File: src/rtl/circle_plot_if.sv
// Bundle of the command, pixel and circle-core signals around circle_plot.
// Signal names match the block's port list; direction is given by modport.
//
// Handshakes (valid/ready):
//   pixel port : drawing is valid, oe is ready. A pixel (x, y) is transferred on
//                a rising clk edge where drawing=1 and oe=1. While drawing=1 and
//                oe=0, x and y hold steady.
//   command    : start is sampled only while the block is idle. busy=1 means
//                further starts are ignored.
//   core port  : core_valid is valid, core_oe is ready. A (core_xa, core_ya)
//                pair is consumed on the edge where core_oe=1. core_start and
//                core_done are single-cycle pulses.
interface circle_plot_if #(
  parameter int CORDW = 16
);
  logic                    start;
  logic                    oe;
  logic signed [CORDW-1:0] x0;
  logic signed [CORDW-1:0] y0;
  logic signed [CORDW-1:0] r0;
  logic signed [CORDW-1:0] x;
  logic signed [CORDW-1:0] y;
  logic                    drawing;
  logic                    busy;
  logic                    done;
  logic                    core_start;
  logic signed [CORDW-1:0] core_r;
  logic                    core_oe;
  logic signed [CORDW-1:0] core_xa;
  logic signed [CORDW-1:0] core_ya;
  logic                    core_valid;
  logic                    core_done;

  // The plotter's own view.
  modport slave (
    input  start, oe, x0, y0, r0, core_xa, core_ya, core_valid, core_done,
    output x, y, drawing, busy, done, core_start, core_r, core_oe
  );

  // The view of whatever surrounds the plotter (decoder, framebuffer, core).
  modport master (
    output start, oe, x0, y0, r0, core_xa, core_ya, core_valid, core_done,
    input  x, y, drawing, busy, done, core_start, core_r, core_oe
  );
endinterface

File: src/rtl/circle_plot.sv
// Circle plotter: starts the circle core, takes each octant distance pair it
// produces and emits the four mirrored absolute pixels, one per accepted oe.
module circle_plot #(
  parameter int CORDW = 16
) (
  input  logic                clk,
  input  logic                rst_n,
  circle_plot_if.slave        bus,
  output logic [2:0]          state_o
);

  typedef enum logic [2:0] {
    S_IDLE    = 3'd0,
    S_START   = 3'd1,
    S_WAIT    = 3'd2,
    S_PLOT    = 3'd3,
    S_RELEASE = 3'd4,
    S_DONE    = 3'd5
  } state_t;

  state_t                  state_q, state_d;
  logic signed [CORDW-1:0] x0_q, x0_d;
  logic signed [CORDW-1:0] y0_q, y0_d;
  logic signed [CORDW-1:0] r_q,  r_d;
  logic signed [CORDW-1:0] xa_q, xa_d;
  logic signed [CORDW-1:0] ya_q, ya_d;
  logic [1:0]              q_q,  q_d;

  // State and datapath registers; everything clears so x=y=0 out of reset.
  always_ff @(posedge clk or negedge rst_n) begin
    if (!rst_n) begin
      state_q <= S_IDLE;
      x0_q    <= '0;
      y0_q    <= '0;
      r_q     <= '0;
      xa_q    <= '0;
      ya_q    <= '0;
      q_q     <= '0;
    end else begin
      state_q <= state_d;
      x0_q    <= x0_d;
      y0_q    <= y0_d;
      r_q     <= r_d;
      xa_q    <= xa_d;
      ya_q    <= ya_d;
      q_q     <= q_d;
    end
  end

  // Next-state and register-load logic; a start while busy is simply not looked at.
  always_comb begin
    state_d = state_q;
    x0_d    = x0_q;
    y0_d    = y0_q;
    r_d     = r_q;
    xa_d    = xa_q;
    ya_d    = ya_q;
    q_d     = q_q;
    unique case (state_q)
      S_IDLE: begin
        if (bus.start) begin
          x0_d    = bus.x0;
          y0_d    = bus.y0;
          r_d     = bus.r0;
          state_d = S_START;
        end
      end
      S_START: begin
        state_d = S_WAIT;
      end
      S_WAIT: begin
        // A pair takes precedence over done should both ever appear together.
        if (bus.core_valid) begin
          xa_d    = bus.core_xa;
          ya_d    = bus.core_ya;
          q_d     = 2'd0;
          state_d = S_PLOT;
        end else if (bus.core_done) begin
          state_d = S_DONE;
        end
      end
      S_PLOT: begin
        if (bus.oe) begin
          if (q_q == 2'd3) begin
            state_d = S_RELEASE;
          end else begin
            q_d = q_q + 2'd1;
          end
        end
      end
      S_RELEASE: begin
        state_d = S_WAIT;
      end
      S_DONE: begin
        state_d = S_IDLE;
      end
      default: begin
        state_d = S_IDLE;
      end
    endcase
  end

  // Mirror the latched octant distances into the four quadrants around the centre.
  always_comb begin
    bus.x = x0_q - xa_q;
    bus.y = y0_q + ya_q;
    unique case (q_q)
      2'd0: begin
        bus.x = x0_q - xa_q;
        bus.y = y0_q + ya_q;
      end
      2'd1: begin
        bus.x = x0_q - ya_q;
        bus.y = y0_q - xa_q;
      end
      2'd2: begin
        bus.x = x0_q + xa_q;
        bus.y = y0_q - ya_q;
      end
      default: begin
        bus.x = x0_q + ya_q;
        bus.y = y0_q + xa_q;
      end
    endcase
  end

  // Status and core handshake outputs are pure decodes of the registered state.
  assign bus.drawing    = (state_q == S_PLOT);
  assign bus.busy       = (state_q != S_IDLE) && (state_q != S_DONE);
  assign bus.done       = (state_q == S_DONE);
  assign bus.core_start = (state_q == S_START);
  assign bus.core_oe    = (state_q == S_RELEASE);
  assign bus.core_r     = r_q;
  assign state_o        = state_q;

endmodule

File: src/flat_wrapper.sv
// flat-port wrapper written by rule: the top's interface ports become plain ports
module circle_plot_flat 
#(
  parameter int CORDW = 16
)
  (clk, rst_n, state_o, bus_start, bus_oe, bus_x0, bus_y0, bus_r0, bus_core_xa, bus_core_ya, bus_core_valid, bus_core_done, bus_x, bus_y, bus_drawing, bus_busy, bus_done, bus_core_start, bus_core_r, bus_core_oe);
  circle_plot_if #(.CORDW(CORDW)) bus_i ();
  input  logic clk;
  input  logic rst_n;
  output logic [2:0] state_o;
  input wire logic [$bits(bus_i.start)-1:0] bus_start;
  input wire logic [$bits(bus_i.oe)-1:0] bus_oe;
  input wire logic [$bits(bus_i.x0)-1:0] bus_x0;
  input wire logic [$bits(bus_i.y0)-1:0] bus_y0;
  input wire logic [$bits(bus_i.r0)-1:0] bus_r0;
  input wire logic [$bits(bus_i.core_xa)-1:0] bus_core_xa;
  input wire logic [$bits(bus_i.core_ya)-1:0] bus_core_ya;
  input wire logic [$bits(bus_i.core_valid)-1:0] bus_core_valid;
  input wire logic [$bits(bus_i.core_done)-1:0] bus_core_done;
  output wire logic [$bits(bus_i.x)-1:0] bus_x;
  output wire logic [$bits(bus_i.y)-1:0] bus_y;
  output wire logic [$bits(bus_i.drawing)-1:0] bus_drawing;
  output wire logic [$bits(bus_i.busy)-1:0] bus_busy;
  output wire logic [$bits(bus_i.done)-1:0] bus_done;
  output wire logic [$bits(bus_i.core_start)-1:0] bus_core_start;
  output wire logic [$bits(bus_i.core_r)-1:0] bus_core_r;
  output wire logic [$bits(bus_i.core_oe)-1:0] bus_core_oe;
  assign bus_i.start = bus_start;
  assign bus_i.oe = bus_oe;
  assign bus_i.x0 = bus_x0;
  assign bus_i.y0 = bus_y0;
  assign bus_i.r0 = bus_r0;
  assign bus_i.core_xa = bus_core_xa;
  assign bus_i.core_ya = bus_core_ya;
  assign bus_i.core_valid = bus_core_valid;
  assign bus_i.core_done = bus_core_done;
  assign bus_x = bus_i.x;
  assign bus_y = bus_i.y;
  assign bus_drawing = bus_i.drawing;
  assign bus_busy = bus_i.busy;
  assign bus_done = bus_i.done;
  assign bus_core_start = bus_i.core_start;
  assign bus_core_r = bus_i.core_r;
  assign bus_core_oe = bus_i.core_oe;
  circle_plot #(.CORDW(CORDW)) u_core (.clk(clk), .rst_n(rst_n), .bus(bus_i), .state_o(state_o));
endmodule
File: config.mk
export PLATFORM = sky130hd
export DESIGN_NAME = circle_plot_flat
export DESIGN_NICKNAME = d
export VERILOG_FILES = /design/src/rtl/circle_plot_if.sv /design/src/rtl/circle_plot.sv /design/src/flat_wrapper.sv
export SDC_FILE = /design/constraint.sdc
export NUM_CORES = 1
export LEC_CHECK = 0
export ABC_AREA = 1
export CORE_ASPECT_RATIO = 1.25
export CORE_MARGIN = 8
export CORE_UTILIZATION = 40
export DETAILED_ROUTE_END_ITERATION = 8
export DONT_BUFFER_PORTS = 1
export PLACE_DENSITY = 0.58
export SETUP_SLACK_MARGIN = 0.1
export SLEW_MARGIN = 25
export SYNTH_ARGS = -nofsm -noshare
export SYNTH_HDL_FRONTEND = slang
export SYNTH_SLANG_ARGS = --single-unit
File: constraint.sdc
create_clock -name clk -period 3.2 [get_ports clk]
set_input_delay 0.64 -clock clk [delete_from_list [all_inputs] [get_ports clk]]
set_output_delay 0.64 -clock clk [all_outputs]
set_load 0.005 [all_outputs]
* Yosys cells after proc, flatten, opt, wreduce, memory -nomap -nowiden
Index checks and enable logic that the tools add are counted.
** Storage, ports and cells
- Bits in registers :: 85
- Latch bits :: 0
- Bits in writable memories :: 0
- Memory bits (read-only) :: 0
- Input bits :: 86
- Memories :: 0
** Operators by class
- Add/sub/neg operators :: 9
- Multiply operators :: 0
- Div/mod/pow operators :: 0
- Order comparisons :: 0
- Equality and inequality tests :: 15
- Shift-type cells :: 0
- Mux-type cells :: 12
- Bitwise gates (word level) :: 0
- Reductions and logical operators :: 10
** Operators by type and width (number)
- 16-bit one-hot mux with 3 select lines :: 2
- 16-bit adder :: 4
- 16-bit subtractor :: 4
- 3-bit two-way mux :: 5
- 3-bit one-hot mux with 4 select lines :: 1
- 2-bit != test, second input constant :: 4
- 4-bit AND reduction :: 2
- 3-bit by 2-bit equality test with 1-bit output, second input constant :: 2
- 3-bit equality test, second input constant :: 2
- 2-bit two-way mux :: 3
- 3-bit != test, second input constant :: 2
- 2-bit equality test, second input constant :: 2
- 2-bit one-hot mux with 2 select lines :: 1
- 2-bit AND reduction :: 2
- 3-bit by 1-bit equality test with 1-bit output, second input constant :: 1
- 3-bit logical NOT :: 1
- 3-bit nonzero test :: 1
- 2-bit by 1-bit adder with 2-bit output, second input constant :: 1
- 2-bit by 1-bit equality test with 1-bit output, second input constant :: 1
- 2-bit logical NOT :: 1
- 2-bit by 1-bit != test with 1-bit output, second input constant :: 1
- 2-bit nonzero test :: 1
- 2-bit OR reduction :: 1
- 1-bit logical AND :: 1

* Longest topological paths before layout
Gate-level depths: netlist (run 1).
- Word-level depth :: 4
- Mapped depth :: 23

* Least setup slack after synthesis (run 1)
No wires, ideal clock.
- Path kind :: register to output
- From :: register u_core.q_q[0]
- To :: output bus_y[12]
- Data arrival time :: 2808 ps
- Setup slack :: -248 ps
- Cell stages (with the launch flop) :: 21
- Buffers on the path :: 2
- Path through :: dfrtp_1 -> inv_1 -> ha_1 -> buf_2 -> buf_1 -> nor2_1 -> o32ai_1 -> ha_1 -> inv_1 -> fa_1 -> nand2_1 -> nand2_1 -> o21ai_0 -> o21a_1 -> inv_1 -> nand2_1 -> nand2_1 -> nand3_1 -> nand2_1 -> nand2_1 -> nand2_1
** On the way
- Word-level cells in the longest chain between the ends :: 2
** RTL lines
- start, declared :: line circle_plot.sv:27 : logic [1:0] q_q, q_d;
- start signal, assigned :: line circle_plot.sv:46 : q_q <= q_d;
- 2-bit equality test (tied with other cells) :: line circle_plot.sv:107 : unique case (q_q)
- 16-bit one-hot mux with 3 select lines (*) :: line circle_plot.sv:107
- end, declared :: line flat_wrapper.sv:21 : output wire logic [$bits(bus_i.y)-1:0] bus_y;
Every way passes the cells marked *; elsewhere a longest branch is shown, timed or not.

* Worst setup path in the final report (run 1)
- From :: register u_core.ya_q[1]
- To :: output bus_y[15]
** On the way
- Word-level cells in the longest chain between the ends :: 2
** RTL lines
- start, declared :: line circle_plot.sv:26 : logic signed [CORDW-1:0] ya_q, ya_d;
- start signal, assigned :: line circle_plot.sv:45 : ya_q <= ya_d;
- 16-bit subtractor or 16-bit adder (tied branches)
- 16-bit one-hot mux with 3 select lines (*) :: line circle_plot.sv:107
Marked as above.

==> flow_metrics.py, run 1 <==
metrics = {
    "critical_path": {
        "r2r_cells": 4,
        "cp_slowest_stage_delay_ns": 0.42,
        "crit_buf_inv": 3,
        "cp.depth": 16,
        "crit_type": "flop to output pin",
        "crit_path_top_delay_cell": "dfrtp_1",
        "crit_path_max_fanout": 6,
        "cp.arrival_ns": 3.02,
        "end_kind": "output pin",
        "cp_data_required_time_ns": 2.56,
        "startpoint_type": "flop",
        "crit_family": "simple AND/OR/NAND/NOR gates",
        "path_cells": "inv_2 > ha_4 > nand2_4 > nor2_4 > nand3_4 > o21ai_2 > nand3_2 > a22o_4 > ha_1 > inv_2 > buf_4 > nor3_2 > nor3_2 > nand2_1 > nand3_1 > nand2_2",
    },
    "placed_design": {
        "dp.final_hpwl_um": 15800,
        "place_ws_ns": -0.336,
        "io_buffers": 0,
        "place_congestion": 0.894,
    },
    "clock_tree": {
        "clock_sinks": 85,
        "clkLatencyLatePin_ns": 0.35,
        "cts_tree": "built",
        "htree_levels": 3,
        "clock_path_buffers": 2,
        "path_clk_slew_ns": 0.07,
        "cts-buffers-inserted": 9,
        "cts_root_buffer": "clkbuf_16",
    },
    "run_status": {
        "status": "finished with violations",
        "violations": "negative setup slack",
    },
    "yosys": {
        "synthSimpleGateAreaFrac_pct": 22.4,
        "ys_warn_count": 0,
        "postSynthAreaPerCell_um2": 7.80,
        "yosysTopAreaCell": "dfrtp_1",
        "ys_seq_area_share_pct": 33.7,
        "synth_edf_count": 0,
        "yosys.area_share.adder_pct": 8.36,
        "synthesis.area_um2": 6320,
        "netlist.area_leader.share_pct": 33.7,
        "synth_cell_type_count": 44,
        "netlist_top_cells_area": "dfrtp_1 (34%), nand2_1 (8.5%), mux2_2 (8.0%)",
        "synth_top_family_by_area": "simple AND/OR/NAND/NOR gates",
        "synth_ff_type": "dfrtp_1",
        "synthMuxAreaShare_pct": 8.18,
        "synth-seq-cells": 85,
        "syn-instance-count": 810,
        "syn-num-nets": 937,
        "synth_xor_area_share_pct": 4.85,
        "async_reset_ff_share_pct": 100,
        "synth_compound_area_share_pct": 14.6,
    },
    "final_layout": {
        "drive_gt1_share_pct": 44.9,
        "final_net_count": 1105,
        "diodes": 0,
        "area_growth_syn_to_layout_pct": 47.3,
    },
    "timing": {
        "skew_ns": 0.00551,
        "timing.slew.headroom_pct": 58.5,
        "finalSetupTns_ns": -8.17,
        "fin_hold_ws_ns": 0.159,
        "fin_crit_sh_pct": 114,
        "max_freq_ghz": 0.273,
        "setup_violations": 26,
        "hold_viol_final": 0,
        "worstMarginPinSlew_ns": 0.623,
        "min_period_ns": 3.66,
        "slew_viol_final": 0,
        "rsz0062_at_grt": "yes",
        "fin_ws_ns": -0.462,
    },
    "global_routing": {
        "grt_max_degree": 86,
        "grt_first_pass_wirelength_um": 33600,
        "grt-ovfl-total": 0,
        "antenna_found_initial": 0,
        "grt_pass1_vias": 6511,
        "grtUsageTotal_pct": 21.3,
    },
    "route": {
        "drc": 0,
        "drt_iter0_drc": 286,
        "viasPerCell": 5.30,
        "ant_nets": 0,
        "routedWlPerCell_um": 18.3,
        "first_pass_iters": 5,
        "wirelength_um": 21800,
        "routed-via-count": 6330,
    },
    "die": {
        "die_w_um": 128,
        "rows": 51,
        "initial_core_util_pct": 40.7,
        "ioPinCount": 142,
        "die_h_um": 157,
        "die_area_um2": 20100,
        "core_area_um2": 15500,
    },
    "hold_path": {
        "min_path_type": "primary input to asynchronous set/reset pin",
    },
    "run": {
        "maxCapViolations": 0,
    },
}
layout by cell type (no fill, tap or decap), types with 4 or more instances in the layout:
cell type  count
buf_6         10
o21ai_2       16
o22ai_2        5
inv_2         23
nand2_2       21
ha_4          27
xor2_2        17
nand3_1       46
xnor2_2        5
clkbuf_16      9
nor3_2         4
a21o_1         4
nand2_4        6
nor2_1        67
inv_1         75
o21ai_0       11
o21ai_1       13
nand3_2       13
a221oi_1       5
buf_4        167
a21oi_2       14
nand2_1      122
nor2_2        10
ha_1           9
nand4_1        9
buf_12         4
dfrtp_1       85
o221ai_1       7
mux2_2        45
xor2_1        11
a21oi_1       60
nor2_4         6
synth_stat cells, types with 3 or more instances:
cell / count
nor2_1: 72
clkbuf_1: 8
a21o_1: 4
a21oi_1: 76
nor2_2: 8
o211ai_1: 3
o221ai_1: 10
mux2_2: 45
buf_2: 16
inv_2: 3
xnor2_1: 7
o21ai_0: 34
or2_2: 3
nor2_4: 3
o21bai_1: 3
nand2_2: 6
dfrtp_1: 85
a221oi_1: 5
xor2_1: 28
o22ai_1: 6
inv_1: 96
nand4_1: 9
nand2_1: 143
o31ai_1: 3
o21ai_1: 8
ha_1: 39
nor3_1: 7
nand3_2: 5
nand3_1: 56
flip-flops by register name, summed over array words and instances, names as in the netlist:
| name | cells |
|---|---|
| u_core.bus.core_r | 16 |
| u_core.q_q | 2 |
| u_core.state_o | 3 |
| u_core.x0_q | 16 |
| u_core.xa_q | 16 |
| u_core.y0_q | 16 |
| u_core.ya_q | 16 |
worst register-to-register path, cell delays in order, from the launching register on:
cell,delay (ns)
dfrtp_1,0.44
nor2_1,0.28
nand3_2,0.51
buf_12,0.38
mux2_2,0.31
layer usage:
layer	track usage (%)	wire [um]	part of all wire [%]	vias up
met1	24.8	8820	40	3043
met3	5.62	1420	6.5	42
li1	-	-	-	3039
met4	9.14	737	3.4	0
met5	0	0	0	-
met2	36.2	10800	50	206
path summary, 6_finish.rpt:
kind | start | end | slack (ns)
setup reg to reg | u_core.state_o[0]$_DFFE_PN0P_ | u_core.x0_q[6]$_DFFE_PN0P_ | 1.16
hold reg to reg | u_core.y0_q[14]$_DFFE_PN0P_ | u_core.y0_q[14]$_DFFE_PN0P_ | 0.52
max in group asynchronous | rst_n | u_core.bus.core_r[10]$_DFFE_PN0P_ | 2.60
min in group clk | bus_y0[9] | u_core.y0_q[9]$_DFFE_PN0P_ | 0.43
setup / recovery | u_core.ya_q[1]$_DFFE_PN0P_ | bus_y[15] | -0.46
hold / removal | rst_n | u_core.y0_q[4]$_DFFE_PN0P_ | 0.16
what timing repair did:
| item | in CTS | in global routing |
|---|---|---|
| resized for setup | 137 | 79 |
| cloned | 1 | 0 |
| pin swaps | 72 | 58 |
| buffers inserted | 16 | 13 |
| hold buffers | 1 | 0 |
| hold endpoints to repair | 85 | 0 |
| setup endpoints to repair | 29 | 29 |
per-stage QoR:
| stage | instance area, um2 | cells | util, % |
|---|---|---|---|
| floorplan | 6400 | 810 | - |
| global route | 9310 | 1194 | 60.0 |
| global placement | 7720 | 1149 | 49.8 |
| finish | 9310 | 1194 | 60.0 |
| CTS | 8820 | 1182 | 56.9 |
| detailed placement | 7720 | 1149 | 49.8 |
area by class of cell:
| cell class | count | area, um2 |
|---|---|---|
| Clock inverter | 6 | 71.3 |
| Inverter | 100 | 378 |
| Timing Repair Buffer | 183 | 1510 |
| Multi-Input combinational cell | 599 | 4740 |
| Fill cell | 1352 | 6200 |
| Clock buffer | 9 | 225 |
| Sequential cell | 85 | 2130 |
| Tap cell | 212 | 265 |
cells by family after synthesis:
family / count (synthesis)
adder cells (fa/ha/maj): 41
XOR/XNOR: 35
flip-flops: 85
AO/OA/AOI/OAI: 160
buffers and inverters: 126
AND/OR/NAND/NOR: 317
multiplexers: 46
Power of run 1 is not shown: default switching activity piles up to over one toggle a cycle in this logic, so the estimate is an artifact.
==> run 2, diff against run 1 <==
Settings changed: PLACE_DENSITY 0.58 to unset, SLEW_MARGIN 25 to 20.
==> run 2 against run 1 <==
Net effect:
- the run still ends with negative setup slack left
- hold slack better by 0.035 ns
- sequential share of layout area down 0.059 points
- register-to-register slack about the same
- maximum frequency up 0.59%
- clock skew up 0.0020 ns
- non-clock buffer count down 5
- core utilization up 0.23 points
- wire length up 0.27%
- critical path type unchanged
- largest cell class unchanged
- highest routed layer unchanged
==> flow_metrics.py, run 2 (synthesis results as in run 1) <==
metrics = {
    "critical_path": {
        "startpoint_type": "flop",
        "crit_type": "flop to output pin",
        "crit_top_cell": "nand2_1",
        "crit_path_top_delay_cell": "dfrtp_2",
        "r2r_cells": 4,
        "path_cells": "buf_6 > ha_4 > clkinvlp_4 > buf_4 > o21ai_0 > o22ai_1 > buf_4 > fa_2 > nand2_2 > nand2_1 > o21ai_2 > o21a_1 > inv_1 > nand2_1 > nand2_2 > nand3_2 > nand2_1 > nand2_1 > nand2_1",
        "crit_path_max_fanout": 7,
        "end_kind": "output pin",
        "crit_end": "bus_y[12]",
        "cp_data_required_time_ns": 2.56,
        "crit_start": "u_core.q_q[1]$_DFFE_PN0P_",
        "cp.arrival_ns": 3.00,
        "r2r_setup_slack_ns": 1.17,
        "cp_slowest_stage_delay_ns": 0.44,
        "r2r-end": "u_core.x0_q[0]$_DFFE_PN0P_",
        "r2r_start": "u_core.state_o[2]$_DFFE_PN0P_",
    },
    "die": {
        "die_w_um": 128,
        "rows": 51,
        "die_area_um2": 20100,
        "die_h_um": 157,
        "ioPinCount": 142,
        "initial_core_util_pct": 40.7,
        "core_area_um2": 15500,
    },
    "route": {
        "ant_nets": 0,
        "drc": 0,
        "wirelength_um": 21900,
        "drt_iter0_drc": 291,
        "routed-via-count": 6251,
        "viasPerCell": 5.25,
        "routedWlPerCell_um": 18.4,
        "first_pass_iters": 5,
    },
    "global_routing": {
        "antenna_found_initial": 0,
        "grt_pass1_vias": 6443,
        "grt_first_pass_wirelength_um": 33100,
        "grt-ovfl-total": 0,
        "grt_max_degree": 86,
        "grtUsageTotal_pct": 21.1,
    },
    "run": {
        "maxCapViolations": 0,
    },
    "clock_tree": {
        "clock_path_buffers": 2,
        "cts_tree": "built",
        "clock_sinks": 85,
        "clkLatencyLatePin_ns": 0.36,
        "cts_root_buffer": "clkbuf_16",
        "cts-buffers-inserted": 9,
        "path_clk_slew_ns": 0.07,
        "htree_levels": 3,
    },
    "run_status": {
        "status": "finished with violations",
        "violations": "negative setup slack",
    },
    "final_layout": {
        "multiInputGateArea_um2": 4800,
        "register_area_um2": 2130,
        "layout_commonest_cell": "buf_4",
        "area_growth_syn_to_layout_pct": 47.9,
        "layout_common_cells": "buf_4 (154), nand2_1 (118), dfrtp_1 (83), inv_1 (73), nor2_1 (65)",
        "fin_util_pct": 60.3,
        "diodes": 0,
        "nFillCells": 1350,
        "drive_gt1_share_pct": 45.3,
        "final_net_count": 1101,
    },
    "placed_design": {
        "place_congestion": 0.918,
        "dp.final_hpwl_um": 15800,
        "io_buffers": 0,
    },
    "timing": {
        "skew_ns": 0.00753,
        "hold_viol_final": 0,
        "fin_crit_sh_pct": 114,
        "setup_violations": 26,
        "fin_ws_ns": -0.441,
        "timing.slew.headroom_pct": 57.5,
        "slew_viol_final": 0,
        "finalSetupTns_ns": -8.10,
        "min_period_ns": 3.64,
        "worstMarginPinSlew_ns": 0.637,
        "max_freq_ghz": 0.275,
        "rsz0062_at_grt": "yes",
    },
    "hold_path": {
        "min_path_type": "primary input to asynchronous set/reset pin",
    },
}
[run 2: changes by cell type in the layout (fill, tap and decap cells not counted), moves of 4 or more]
cell / before / now
o21ai_1: 13 / 21
buf_6: 10 / 19
buf_4: 167 / 154
nand2_1: 122 / 118
nand2_2: 21 / 25
o21ai_2: 16 / 9
[run 2: worst min path at each step]
stage	from	to	slack, ns	depth (start not counted)
finish	rst_n	u_core.bus.core_r[15]$_DFFE_PN0P_	0.19	1
global route	rst_n	u_core.bus.core_r[15]$_DFFE_PN0P_	0.23	1
CTS	rst_n	u_core.bus.core_r[0]$_DFFE_PN0P_	0.21	1
detailed placement	rst_n	u_core.bus.core_r[1]$_DFFE_PN0P_	0.35	0
global placement	rst_n	u_core.bus.core_r[1]$_DFFE_PN0P_	0.35	0
floorplan	rst_n	u_core.bus.core_r[0]$_DFFE_PN0P_	0.34	0
[run 2: what timing repair did]
action,4_1_cts,5_1_grt
pin swaps,73,64
resized for setup,143,95
setup buffers,21,17
hold buffers,1,0
hold endpoints to repair,85,0
endpoints found under the setup margin,29,29
gates cloned,2,0
[run 2: area by class of cell]
type	instances	area share, %
Inverter	100	4.19
Clock buffer	10	2.45
Timing Repair Buffer	178	15.8
Clock inverter	6	0.428
Multi-Input combinational cell	599	51.4
Tap cell	212	2.84
Sequential cell	85	22.8
Timing Repair inverter	1	0.0803
[run 2: layer usage]
| layer | up-vias | GRT usage (%) | part of all wire, % |
|---|---|---|---|
| met4 | 0 | 9.59 | 3.7 |
| met1 | 2951 | 23.9 | 39 |
| met5 | - | 0 | 0 |
| met2 | 222 | 36.2 | 50 |
| li1 | 3032 | - | - |
| met3 | 46 | 5.62 | 7.1 |
[run 2: critical path, delay by kind of cell (launching register included)]
family          cells  cell delay, ns
simple gates        8            0.52
flops               1            0.44
fa+ha+maj           2            0.54
compound gates      4            0.45
buf+inv             5            0.70
[run 2: per-stage QoR]
step / cell area, um2 / cells / setup slack [ns] / hold WS (ns)
after floorplan: 6400 / 810 / 0.0479 / 0.344
after global placement: 7590 / 1137 / -0.171 / 0.347
after detailed placement: 7590 / 1137 / -0.182 / 0.347
after CTS: 8800 / 1175 / -0.404 / 0.207
after global routing: 9350 / 1191 / -0.566 / 0.229
final: 9350 / 1191 / -0.441 / 0.194
Power of run 2 is left out for the same reason.
